--- config.mk ---
export PLATFORM = sky130hd
export DESIGN_NAME = igmp_query_rx
export DESIGN_NICKNAME = d
export VERILOG_FILES = /design/src/rtl/igmp_query_rx.sv
export SDC_FILE = /design/constraint.sdc
export NUM_CORES = 1
export LEC_CHECK = 0
export CAP_MARGIN = 20
export CORE_MARGIN = 2
export CORE_UTILIZATION = 50
export CTS_BUF_LIST = sky130_fd_sc_hd__clkbuf_4 sky130_fd_sc_hd__clkbuf_8 sky130_fd_sc_hd__clkbuf_16
export DETAILED_ROUTE_END_ITERATION = 10
export PLACE_DENSITY = 0.71
export SLEW_MARGIN = 25
export SYNTH_ARGS = -nofsm -noshare
export SYNTH_HDL_FRONTEND = slang
export SYNTH_SLANG_ARGS = --single-unit
--- constraint.sdc ---
create_clock -name clk -period 10.5 [get_ports clk]
set_input_delay 2.1 -clock clk [delete_from_list [all_inputs] [get_ports clk]]
set_output_delay 2.1 -clock clk [all_outputs]
set_load 0.05 [all_outputs]
--- src/rtl/igmp_query_rx.sv ---
`default_nettype none
// ============================================================================
// Module   : igmp_query_rx
// Purpose  : Parses the MAC RX word stream for IGMP Membership Queries that
//            are general or aimed at our group. Each accepted query arms a
//            pseudo-random response delay, bounded by Max Resp Code. When the
//            delay expires a report request is raised for the transmitter.
// Revision : 1.0 - initial release
// ============================================================================
module igmp_query_rx #(
  parameter logic [31:0] GROUP_IP    = 32'hE001_0104,
  parameter int unsigned TICK_CYCLES = 12500000,
  parameter logic [15:0] LFSR_SEED   = 16'hACE1
) (
  input  logic        clk,
  input  logic        rst,
  input  logic [31:0] Mac_rx_data,
  input  logic [1:0]  Mac_rx_mod,
  input  logic        Mac_rx_sop,
  input  logic        Mac_rx_eop,
  input  logic        Mac_rx_valid,
  input  logic        report_ack,
  output logic        report_req,
  output logic        query_seen,
  output logic [15:0] query_cnt
);

  localparam logic [31:0] c_all_hosts = 32'hE000_0001;
  localparam int          c_presc_w   = (TICK_CYCLES > 1) ? $clog2(TICK_CYCLES) : 1;
  localparam logic [c_presc_w-1:0] c_presc_max = c_presc_w'(TICK_CYCLES - 1);

  typedef enum logic [1:0] {P_IDLE, P_PARSE, P_DROP} pstate_t;
  typedef enum logic [1:0] {T_IDLE, T_WAIT, T_REQ}   tstate_t;

  pstate_t              r_pstate;
  tstate_t              r_tstate;
  logic [4:0]           r_wcnt;
  logic [3:0]           r_ihl;
  logic                 r_dst_grp;
  logic [7:0]           r_maxresp;
  logic [15:0]          r_lfsr;
  logic [7:0]           r_ticks;
  logic [c_presc_w-1:0] r_presc;

  logic       w_word;      // valid, non-sop word while parsing
  logic [4:0] w_b;         // index of the IGMP header word
  logic       w_group_ok;
  logic       w_fail;
  logic       w_accept;
  logic [6:0] w_m;
  logic [14:0] w_prod;
  logic [7:0] w_delay;
  logic       w_unused;

  // Mod bits carry no information the parser needs.
  assign w_unused = ^Mac_rx_mod;

  // Header field checks against the word currently on the bus.
  always_comb begin
    w_word     = Mac_rx_valid && !Mac_rx_sop && (r_pstate == P_PARSE);
    w_b        = 5'd4 + {1'b0, r_ihl};
    w_group_ok = (Mac_rx_data == 32'h0) ||
                 ((Mac_rx_data == GROUP_IP) && r_dst_grp);
    w_fail     = 1'b0;
    if (r_wcnt == 5'd1 && Mac_rx_data[31:24] != 8'h5E)       w_fail = 1'b1;
    if (r_wcnt == 5'd3 && Mac_rx_data[15:0] != 16'h0800)     w_fail = 1'b1;
    if (r_wcnt == 5'd4 && (Mac_rx_data[31:28] != 4'd4 ||
                           Mac_rx_data[27:24] < 4'd5))       w_fail = 1'b1;
    if (r_wcnt == 5'd6 && Mac_rx_data[23:16] != 8'd2)        w_fail = 1'b1;
    if (r_wcnt == 5'd8 && Mac_rx_data != c_all_hosts &&
        Mac_rx_data != GROUP_IP)                             w_fail = 1'b1;
    if (r_wcnt >= 5'd9 && r_wcnt == w_b &&
        Mac_rx_data[31:24] != 8'h11)                         w_fail = 1'b1;
    if (r_wcnt >= 5'd9 && r_wcnt == w_b + 5'd1 && !w_group_ok) w_fail = 1'b1;
    w_accept = w_word && (r_wcnt >= 5'd9) && (r_wcnt == w_b + 5'd1) && w_group_ok;
  end

  // Response delay: clamp Max Resp Code to 1..127, scale the LFSR byte by it.
  always_comb begin
    if (r_maxresp[7])            w_m = 7'd127;
    else if (r_maxresp == 8'd0)  w_m = 7'd1;
    else                         w_m = r_maxresp[6:0];
    w_prod  = {7'b0, r_lfsr[7:0]} * {8'b0, w_m};
    w_delay = {1'b0, w_prod[14:8]};
  end

  // Free-running Galois LFSR, x^16+x^14+x^13+x^11+1.
  always_ff @(posedge clk or posedge rst) begin
    if (rst) begin
      r_lfsr <= LFSR_SEED;
    end else begin
      r_lfsr <= {1'b0, r_lfsr[15:1]} ^ (r_lfsr[0] ? 16'hB400 : 16'h0000);
    end
  end

  // Frame parser, word counter, captured fields and query accounting.
  always_ff @(posedge clk or posedge rst) begin
    if (rst) begin
      r_pstate   <= P_IDLE;
      r_wcnt     <= 5'd0;
      r_ihl      <= 4'd0;
      r_dst_grp  <= 1'b0;
      r_maxresp  <= 8'd0;
      query_seen <= 1'b0;
      query_cnt  <= 16'd0;
    end else begin
      query_seen <= w_accept;
      if (w_accept) query_cnt <= query_cnt + 16'd1;
      if (Mac_rx_valid) begin
        if (Mac_rx_sop)              r_wcnt <= 5'd1;
        else if (r_wcnt != 5'd31)    r_wcnt <= r_wcnt + 5'd1;

        if (Mac_rx_sop) begin
          // A sop always restarts parsing, whatever state we were in.
          if (Mac_rx_eop)                          r_pstate <= P_IDLE;
          else if (Mac_rx_data[15:0] == 16'h0100)  r_pstate <= P_PARSE;
          else                                     r_pstate <= P_DROP;
        end else begin
          case (r_pstate)
            P_PARSE: begin
              if (w_accept)       r_pstate <= Mac_rx_eop ? P_IDLE : P_DROP;
              else if (Mac_rx_eop) r_pstate <= P_IDLE;
              else if (w_fail)    r_pstate <= P_DROP;
            end
            P_DROP:  if (Mac_rx_eop) r_pstate <= P_IDLE;
            default: r_pstate <= r_pstate;
          endcase
        end

        if (w_word) begin
          if (r_wcnt == 5'd4) r_ihl     <= Mac_rx_data[27:24];
          if (r_wcnt == 5'd8) r_dst_grp <= (Mac_rx_data == GROUP_IP);
          if (r_wcnt >= 5'd9 && r_wcnt == w_b) r_maxresp <= Mac_rx_data[23:16];
        end
      end
    end
  end

  // Response timer: countdown in prescaled ticks, then hold the request.
  always_ff @(posedge clk or posedge rst) begin
    if (rst) begin
      r_tstate   <= T_IDLE;
      r_ticks    <= 8'd0;
      r_presc    <= '0;
      report_req <= 1'b0;
    end else begin
      case (r_tstate)
        T_IDLE: begin
          if (w_accept) begin
            r_ticks <= w_delay;
            r_presc <= '0;
            if (w_delay == 8'd0) begin
              r_tstate   <= T_REQ;
              report_req <= 1'b1;
            end else begin
              r_tstate <= T_WAIT;
            end
          end
        end
        T_WAIT: begin
          if (w_accept && (w_delay < r_ticks)) begin
            // A sooner deadline replaces the pending one.
            r_ticks <= w_delay;
            r_presc <= '0;
            if (w_delay == 8'd0) begin
              r_tstate   <= T_REQ;
              report_req <= 1'b1;
            end
          end else if (r_presc == c_presc_max) begin
            r_presc <= '0;
            r_ticks <= r_ticks - 8'd1;
            if (r_ticks == 8'd1) begin
              r_tstate   <= T_REQ;
              report_req <= 1'b1;
            end
          end else begin
            r_presc <= r_presc + 1'b1;
          end
        end
        T_REQ: begin
          if (report_ack) begin
            r_tstate   <= T_IDLE;
            report_req <= 1'b0;
          end
        end
        default: begin
          r_tstate   <= T_IDLE;
          report_req <= 1'b0;
        end
      endcase
    end
  end

endmodule
`default_nettype wire

==> reports/summary.txt, run 1 <==
status - complete, no violations
Leakage - 3.46 nW
Post-synth top cells - 80 x dfrtp_1, 62 x nor2_1, 52 x inv_1
Reg2Reg Depth - 23
Total Routing Usage GR - 23.1%
worst skew pair latency - 350 ps
YS warnings - 0
dpl ws - 2700 ps
Seq/Total Area, Yosys - 33.8%
setup violators final - 0
Syn Area/Cell - 9.60 µm²
die span in x - 118 µm
Final Util - 59.9%
Yosys top cell area share - 30.6%
initial antenna violation count - 0
CP max FO - 27
FP Rows - 41
grt total ovfl - 0
Vias per Instance - 5.85
FMAX - 0.132 GHz
WP data required - 10,790 ps
CP Launch Point - r_maxresp[7]
Clock Path Buffers - 2
P per Cell Area - 109 nW/µm²
final hold violations - 0
post-cts resize count - 0
initial core utilization - 51.6%
layout cells sized above 1 - 7.99%
CP Data Arrival Time - 7880 ps
R2R Path End - r_ticks[0]
critical path endpoint - r_ticks[0]
Post-CTS Setup Inserts - 0
total CTS buffers - 9
dominant cells by area after synthesis - dfrtp_1 31%, ha_1 9.4%, fa_1 8.6%
Max transition margin - 47.5%
RSZ-0062 raised after global routing - false
synthesized area - 6540 µm²
reg2reg setup slack - 2910 ps
Main synth FF type - dfrtp_1
I/O pins - 58
RePlAce Congestion - 0.875
WL per Instance - 16.6 µm
DP Wirelength - 11,600 µm
total routed wirelength - 15,100 µm
Clk pin slew, worst setup/hold paths - 70 ps
Post-Syn Instances - 681
critical path launch point type - flop
distinct cell type count after synthesis - 69
Worst-Margin Slew - 787 ps
via count - 5,322
fill count - 1,102
Critical R2R Launch - r_maxresp[7]
worst min-delay path class - flop to flop
Tmin final - 7590 ps
max-cap violation count - 0
H-tree depth - 3
core area - 12,700 µm²
fin crit share - 72.3%
port buffer count - 55
dominant cell type by area after synthesis - dfrtp_1
maximum vdd drop - 0.0904 mV
register bit count reported by yosys - 88
antenna cell count - 0
WS Path Type - flop to flop
CTS root buffer - clkbuf_16
Clock Sinks - 88
Die ar. - 14,000 µm²
Pre-antenna DRT Iters - 5
vias in the first global route - 5,591
first-pass GRT wire length - 26,600 µm
post-route ant nets - 0
Critical Path End Type - flop
max-slew violation total from the final report - 0
Post-route DRC - 0
skew final - 6.94 ps
CTS Hold Bufs - 0
TritonCTS clock tree - done
number of synthesized flops with an enable pin - 0
DRT iter0 DRCs - 339
most common cell in the netlist - dfrtp_1
Die Height - 118 µm
Async S/R FF share, synth - 100%
largest net degree at the start of global routing - 78
setup slack after layout - 2910 ps
syn nets - 798
NumNets Final - 850
Area Overhead vs Synth - 16.1%
total negative slack - 0 ps
-- area by class of cell --
type,instances,area [µm²],share of cell area [%]
Tap cell,172,215,2.84
Clock inverter,7,105,1.38
Timing Repair Buffer,57,569,7.50
Sequential cell,88,2210,29.1
Inverter,53,200,2.64
Multi-Input combinational cell,524,4060,53.5
Clock buffer,9,225,2.97
-- worst max-delay path, cell delays in order, from the launching register on --
cell,delay (ps)
dfrtp_1,630
nor2_1,460
nor2b_1,130
fa_1,520
fa_1,520
fa_1,570
inv_1,60
fa_1,520
inv_1,40
ha_1,310
nand4_1,160
nor3_1,270
a211oi_1,110
buf_4,180
o31ai_1,590
a21oi_1,170
xnor2_1,290
ha_1,310
a21oi_1,140
o211ai_1,180
o31ai_4,310
nand2_2,220
a21oi_4,580
o22a_1,220
-- worst min-delay path by stage --
stage | slack [ps] | end | cells past startpoint | startpoint
after global routing | 360 | r_lfsr[7] | 0 | r_lfsr[8]
after CTS | 350 | r_lfsr[7] | 0 | r_lfsr[8]
after floorplan | 330 | r_lfsr[8] | 0 | r_lfsr[9]
after detailed placement | 340 | r_lfsr[7] | 0 | r_lfsr[8]
after global placement | 340 | r_lfsr[7] | 0 | r_lfsr[8]
final | 350 | r_lfsr[7] | 0 | r_lfsr[8]
-- sequential cells by signal, indices dropped and copies added (netlist names) --
signal / cells
r_maxresp: 8
r_pstate: 2
r_wcnt: 5
r_lfsr: 16
r_ticks: 8
r_dst_grp: 1
r_presc: 24
report_req: 1
r_tstate: 2
query_seen: 1
query_cnt: 16
r_ihl: 4
-- power breakdown --
group	switching, mW	total [mW]	internal [mW]
clock	0.142	0.353	0.211
combinational	0.0566	0.105	0.0484
sequential	0.0199	0.370	0.350
-- per-stage QoR --
| step | power, mW | instance area (µm²) | hold WS (ps) | cells |
|---|---|---|---|---|
| floorplan | 0.442 | 6540 | 331 | 681 |
| global route | 0.862 | 7590 | 355 | 910 |
| finish | 0.828 | 7590 | 349 | 910 |
| global placement | 0.475 | 7250 | 339 | 894 |
| detailed placement | 0.481 | 7250 | 341 | 894 |
| CTS | 0.834 | 7580 | 350 | 910 |
-- kinds of logic (layout without fill, tap and decap cells) --
family	after synthesis	after routing	synth area share, %
compound gates	93	93	9.81
xor+xnor	56	56	7.50
fa+ha+maj	77	77	17.9
buf+inv	69	126	4.21
flops	88	88	33.8
mux	18	18	3.12
simple gates	280	280	23.6
-- placed cells by master (no fill, tap or decap), types with 6 or more instances in the layout --
cell | synthesis | final
and3_1 | 20 | 20
ha_1 | 49 | 49
or4_1 | 6 | 6
xnor2_1 | 33 | 33
and4_1 | 7 | 7
nor2_1 | 62 | 62
a21oi_1 | 17 | 16
nand4_1 | 24 | 24
dfrtp_1 | 80 | 80
o21ai_0 | 28 | 28
nand2_1 | 38 | 38
dfstp_2 | 8 | 8
mux2_2 | 15 | 15
inv_1 | 52 | 51
clkbuf_16 | 0 | 9
fa_1 | 28 | 28
nor4_1 | 12 | 12
nand3_1 | 28 | 28
clkdlybuf4s50_1 | 0 | 55
xor2_1 | 23 | 23
nor3_1 | 14 | 14
nor2b_1 | 31 | 31
-- layer usage --
| metal | share of wire, % | track usage [%] | vias to the layer above |
|---|---|---|---|
| met2 | 50 | 38.4 | 99 |
| met5 | 0 | 0 | - |
| met1 | 46 | 31.0 | 2691 |
| met3 | 3.1 | 4.05 | 16 |
| li1 | - | - | 2516 |
| met4 | 1.3 | 6.55 | 0 |
Note: power is estimated with default switching activity, not from simulation.
==> run 2, diff against run 1 <==
clock period = 7.4 ns   (was 10.5 ns; I/O delays follow)
==> run 2 against run 1 <==
Register-to-register slack got worse by 2500 ps. First-iteration DRC count increased by 34%. Utilization is 0.27 points lower. Sequential share of layout area grew 0.15 points. Clock skew up 2.6 ps. Hold slack better by 0.67 ps. Critical path depth is the same. Combinational power is 43% higher. Highest routed layer unchanged.
==> reports/summary.txt, run 2 (same netlist as run 1, synthesis figures left out) <==
Design Area, Final - 7560 µm² (was 7590 µm²)
worst hold margin - 349 ps (about the same)
setup violators final - 0 (unchanged)
initial antenna violation count - 0 (unchanged)
antenna cell count - 0 (unchanged)
most frequent cells in the layout - 79 x dfrtp_1, 61 x nor2_1, 55 x clkdlybuf4s50_1 (was 80 x dfrtp_1, 62 x nor2_1, 55 x clkdlybuf4s50_1)
Tmin final - 7020 ps (was 7590 ps)
Total Routing Usage GR - 22.1% (was 23.1%)
RSZ-0062 raised after global routing - false (unchanged)
area of the multi-input gates - 4060 µm² (about the same)
fill count - 1,102 (unchanged)
critical path endpoint - r_ticks[3] (was r_ticks[0])
core area - 12,700 µm² (unchanged)
Area Overhead vs Synth - 15.6% (was 16.1%)
Clock Sinks - 88 (unchanged)
I/O pins - 58 (unchanged)
vias in the first global route - 5,343 (was 5,591)
Post-route DRC - 0 (unchanged)
max-slew violation total from the final report - 0 (unchanged)
Reg2Reg Depth - 23 (unchanged)
max reg flops - 24 (unchanged)
FMAX - 0.142 GHz (was 0.132 GHz)
Critical R2R Launch - r_maxresp[7] (unchanged)
critical path launch point type - flop (unchanged)
WP data required - 7620 ps (was 10,790 ps)
maximum vdd drop - 0.131 mV (was 0.0904 mV)
status - complete, no violations (unchanged)
TritonCTS clock tree - done (unchanged)
Clk pin slew, worst setup/hold paths - 60 ps (was 70 ps)
WS Path Type - flop to flop (unchanged)
layout cells sized above 1 - 8.50% (was 7.99%)
via count - 5,289 (was 5,322)
fin crit share - 94.8% (was 72.3%)
Die ar. - 14,000 µm² (unchanged)
die span in x - 118 µm (unchanged)
H-tree depth - 3 (unchanged)
reg2reg setup slack - 380 ps (was 2910 ps)
port buffer count - 55 (unchanged)
DP Area - 7270 µm² (was 7250 µm²)
FP Rows - 41 (unchanged)
Top reg by flops - r_presc (unchanged)
NumNets Final - 853 (was 850)
total routed wirelength - 14,700 µm (was 15,100 µm)
max-cap violation count - 0 (unchanged)
grt total ovfl - 0 (unchanged)
Worst-Margin Slew - 742 ps (was 787 ps)
Final Util - 59.6% (was 59.9%)
RePlAce Congestion - 0.889 (was 0.875)
Clock Path Buffers - 2 (unchanged)
R2R Path End - r_ticks[3] (was r_ticks[0])
Vias per Instance - 5.79 (was 5.85)
WL per Instance - 16.1 µm (was 16.6 µm)
Sequential Area - 2210 µm² (about the same)
CTS root buffer - clkbuf_16 (unchanged)
worst min-delay path class - flop to flop (unchanged)
DRT iter0 DRCs - 453 (was 339)
initial core utilization - 51.6% (unchanged)
total CTS buffers - 9 (unchanged)
Die Height - 118 µm (unchanged)
largest net degree at the start of global routing - 78 (unchanged)
skew final - 9.54 ps (was 6.94 ps)
total negative slack - 0 ps (unchanged)
first-pass GRT wire length - 25,400 µm (was 26,600 µm)
Post-CTS Setup Inserts - 0 (unchanged)
most common cell after layout, fill and taps aside - dfrtp_1 (unchanged)
Largest regs - r_presc (24), query_cnt (16), r_lfsr (16) (unchanged)
post-route ant nets - 0 (unchanged)
DP Wirelength - 11,400 µm (was 11,600 µm)
P per Cell Area - 146 nW/µm² (was 109 nW/µm²)
worst skew pair latency - 340 ps (was 350 ps)
Pre-antenna DRT Iters - 4 (was 5)
CP Data Arrival Time - 7240 ps (was 7880 ps)
Max transition margin - 50.5% (was 47.5%)
Leakage - 3.45 nW (was 3.46 nW)
final hold violations - 0 (unchanged)
CP Launch Point - r_maxresp[7] (unchanged)
Critical Path End Type - flop (unchanged)
CP max FO - 27 (unchanged)
[run 2: cell count changes in the layout (fill, tap and decap cells not counted), moves of 2 or more]
cell       before  now
clkinv_2        1    3
buf_4           1    4
clkinv_4        3    1
bufinv_16       2    0
[run 2: worst min path at each step]
stage	endpoint	startpoint	cells past startpoint	slack, ps
after floorplan	r_lfsr[8]	r_lfsr[9]	0	330
after global placement	r_lfsr[8]	r_lfsr[9]	0	340
after detailed placement	r_lfsr[8]	r_lfsr[9]	0	340
after CTS	r_lfsr[7]	r_lfsr[8]	0	360
after global routing	r_lfsr[7]	r_lfsr[8]	0	360
final	r_lfsr[7]	r_lfsr[8]	0	350
[run 2: per-stage QoR]
| stage | setup WS, ps | power (mW) | instances |
|---|---|---|---|
| after floorplan | 842 | 0.627 | 681 |
| after global placement | 487 | 0.674 | 897 |
| after detailed placement | 325 | 0.681 | 897 |
| after CTS | 250 | 1.11 | 913 |
| after global routing | 2.72 | 1.15 | 913 |
| final | 382 | 1.10 | 913 |
[run 2: what timing repair did]
action / CTS / global route
endpoints found under the setup margin: 0 / 29
gates resized for setup: 0 / 2
hold buffers: 0 / 0
[run 2: final cells by class]
type | instances | share of cell area, %
flip-flops and latches | 88 | 29.3
multi-input cells | 524 | 53.7
clock buffers | 10 | 3.16
clock inverters | 6 | 0.563
well taps | 172 | 2.85
inverters | 53 | 2.65
repair buffers | 60 | 7.83
[run 2: worst max-delay path: stages (launching register included)]
cell	delay (ps)
dfrtp_2	550
nor2_1	370
nor2b_1	120
fa_1	590
fa_1	450
fa_1	550
inv_1	60
fa_1	520
inv_1	40
ha_1	300
nand4_1	180
nor3_1	310
a211oi_1	150
o31ai_1	350
buf_4	190
xor2_1	220
ha_1	290
a21o_1	160
a21oi_1	130
o211ai_1	180
o31ai_4	320
nand3_1	290
and3_1	280
a221o_1	270
[run 2: power breakdown]
group	total [mW]	internal, mW	switching (mW)
Clock	0.427	0.237	0.190
Combinational	0.150	0.0687	0.0813
Sequential	0.525	0.497	0.0279
Total	1.10	0.803	0.299
[run 2: per-layer routing]
layer / global-route usage [%] / wire length [µm] / vias up
met4: 7.07 / 250 / 0
met3: 3.76 / 518 / 20
met2: 35.8 / 7020 / 128
li1: - / - / 2525
met5: 0 / 0 / -
met1: 30.2 / 6920 / 2616
==> run 3, diff against run 2 <==
CORE_ASPECT_RATIO = 1.1   (was unset)
==> run 3 against run 2 <==
Die area about the same. Wire length rose by 2.5%. Utilization shrank 0.074 points. Clock-buffer cell count grew 1. Sequential share of layout area hardly changed. Power up 0.87%. Critical path type unchanged. Largest cell class unchanged. Largest power group unchanged. Highest routed layer unchanged.
==> reports/summary.txt, run 3 (same netlist as run 1, synthesis figures left out) <==
RSZ-0062 raised after global routing - false (unchanged)
initial core utilization - 51.5% (was 51.6%)
Critical Path End Type - flop (unchanged)
combinational share of power - 13.4% (was 13.6%)
Clock Sinks - 88 (unchanged)
port buffer count - 55 (unchanged)
CTS root buffer - clkbuf_16 (unchanged)
crit path cell chain - nor2_2, nor2b_1, fa_1, fa_1, fa_1, inv_1, fa_1, inv_1, ha_1, nand4_1, nor3_1, a211oi_1, o31ai_1, buf_4, xor2_1, ha_1, a21o_1, a21oi_1, o211ai_1, o31ai_4, nand2_2, a21oi_2, buf_4, nor2_1 (was nor2_1, nor2b_1, fa_1, fa_1, fa_1, inv_1, fa_1, inv_1, ha_1, nand4_1, nor3_1, a211oi_1, o31ai_1, buf_4, xor2_1, ha_1, a21o_1, a21oi_1, o211ai_1, o31ai_4, nand3_1, and3_1, a221o_1)
WP data required - 7640 ps (was 7620 ps)
final hold violations - 0 (unchanged)
internal power - 0.804 mW (was 0.803 mW)
skew final - 10.1 ps (was 9.54 ps)
R2R Path End - r_presc[4] (was r_ticks[3])
Max transition margin - 46.1% (was 50.5%)
Die Height - 124 µm (was 118 µm)
most frequent cells in the layout - 79 x dfrtp_1, 57 x nor2_1, 55 x clkdlybuf4s50_1 (was 79 x dfrtp_1, 61 x nor2_1, 55 x clkdlybuf4s50_1)
busiest grt layer - met2 (unchanged)
P per Cell Area - 147 nW/µm² (was 146 nW/µm²)
initial antenna violation count - 0 (unchanged)
FP Rows - 43 (was 41)
total routed wirelength - 15,100 µm (was 14,700 µm)
Tmin final - 6900 ps (was 7020 ps)
sw power - 0.307 mW (was 0.299 mW)
NumNets Final - 854 (was 853)
Die ar. - 14,000 µm² (about the same)
Post-route DRC - 0 (unchanged)
area of the multi-input gates - 4070 µm² (was 4060 µm²)
max-cap violation count - 0 (unchanged)
Vias per Instance - 5.82 (was 5.79)
worst skew pair latency - 350 ps (was 340 ps)
RePlAce Congestion - 0.888 (was 0.889)
DRT iter0 DRCs - 404 (was 453)
FMAX - 0.145 GHz (was 0.142 GHz)
CP Data Arrival Time - 7130 ps (was 7240 ps)
Total Routing Usage GR - 23.3% (was 22.1%)
Pwr Total - 1.11 mW (was 1.10 mW)
max reg flops - 24 (unchanged)
Clk network pwr share - 39.3% (was 38.7%)
CP max stage delay - 600 ps (was 590 ps)
most common cell after layout, fill and taps aside - dfrtp_1 (unchanged)
Leakage - 3.46 nW (was 3.45 nW)
Top delay family on crit path - adder cells (unchanged)
H-tree depth - 3 (unchanged)
Buffers & Inverters on Critical Path - 4 (was 3)
sequential share of power - 47.3% (was 47.7%)
CP max FO - 27 (unchanged)
CP Depth - 24 (was 23)
layout cells sized above 1 - 9.30% (was 8.50%)
worst min-delay path class - flop to flop (unchanged)
total negative slack - 0 ps (unchanged)
total CTS buffers - 9 (unchanged)
Reg2Reg Depth - 24 (was 23)
die span in x - 113 µm (was 118 µm)
hold path endpoint - r_lfsr[11] (was r_lfsr[7])
Clk pin slew, worst setup/hold paths - 70 ps (was 60 ps)
Worst-Margin Slew - 809 ps (was 742 ps)
largest net degree at the start of global routing - 89 (was 78)
first-pass GRT wire length - 26,200 µm (was 25,400 µm)
antenna cell count - 0 (unchanged)
TritonCTS clock tree - done (unchanged)
global-route met3 utilization - 4.18% (was 3.76%)
Pre-antenna DRT Iters - 4 (unchanged)
maximum vdd drop - 0.110 mV (was 0.131 mV)
WS Path Type - flop to flop (unchanged)
Sw Ratio - 27.6% (was 27.1%)
setup violators final - 0 (unchanged)
Critical R2R Launch - r_maxresp[7] (unchanged)
I/O pins - 58 (unchanged)
core area - 12,700 µm² (about the same)
Sequential Area - 2220 µm² (was 2210 µm²)
DP Wirelength - 11,400 µm (about the same)
via count - 5,231 (was 5,289)
Most Frequent Cell on Critical Path - fa_1 (unchanged)
max-slew violation total from the final report - 0 (unchanged)
met2 usage - 40.5% (was 35.8%)
fill count - 1,061 (was 1,102)
CP max stage cell - dfrtp_4 (was fa_1)
Hold Path Stages - 0 (unchanged)
Top reg by flops - r_presc (unchanged)
Area Overhead vs Synth - 15.6% (about the same)
critical path launch point type - flop (unchanged)
Largest regs - r_presc (24), query_cnt (16), r_lfsr (16) (unchanged)
grt total ovfl - 0 (unchanged)
WL per Instance - 16.8 µm (was 16.1 µm)
status - complete, no violations (unchanged)
met1 Resource Use GR - 30.2% (about the same)
vias in the first global route - 5,409 (was 5,343)
Clock Path Buffers - 2 (unchanged)
reg2reg setup slack - 500 ps (was 380 ps)
fin crit share - 93.2% (was 94.8%)
min-delay src - r_lfsr[12] (was r_lfsr[8])
post-route ant nets - 0 (unchanged)
worst hold margin - 356 ps (was 349 ps)
## run 3: per-layer routing
layer  vias up  wire length (µm)
li1       2527                 -
met3        20               479
met2        98              7500
met4         0               247
met5         -                 0
met1      2586              6850
## run 3: timing repair
action                                  4_1_cts  5_1_grt
buffers inserted                              0        0
endpoints found under the setup margin        0       31
resized for setup                             0        8
hold buffers                                  0        0
## run 3: how the worst max path moves through the flow
| stage | start | to | slack, ps |
|---|---|---|---|
| finish | r_maxresp[7] | r_presc[4] | 500 |
| global route | r_maxresp[7] | r_presc[4] | 70 |
| CTS | r_maxresp[7] | r_ticks[3] | 290 |
| detailed placement | r_maxresp[7] | r_ticks[3] | 360 |
| global placement | r_maxresp[7] | r_ticks[5] | 470 |
| floorplan | r_lfsr[0] | r_ticks[4] | 840 |
## run 3: power groups by stage
stage / Sequential (mW) / Clock (mW) / Combinational [mW]
floorplan: 0.518 / 0 / 0.109
global placement: 0.531 / 0 / 0.144
detailed placement: 0.533 / 0 / 0.149
CTS: 0.524 / 0.446 / 0.149
global route: 0.529 / 0.466 / 0.170
finish: 0.526 / 0.437 / 0.149
## run 3: cell type report
cell class                 count  share of cell area [%]
clock buffer                  11                    3.18
clock inverter                 5                   0.546
inverter                      53                    2.65
multi-input combinational    524                    53.8
sequential                    88                    29.3
tap                          157                    2.60
timing repair buffer          61                    7.92
## run 3: stage by stage
step	setup WS (ps)	area, µm²	cells	util, %
final	503	7560	899	59.6
after global routing	70.5	7560	899	59.6
after CTS	291	7540	899	59.4
after detailed placement	362	7260	883	57.2
after global placement	468	7260	883	57.2
after floorplan	842	6540	681	-
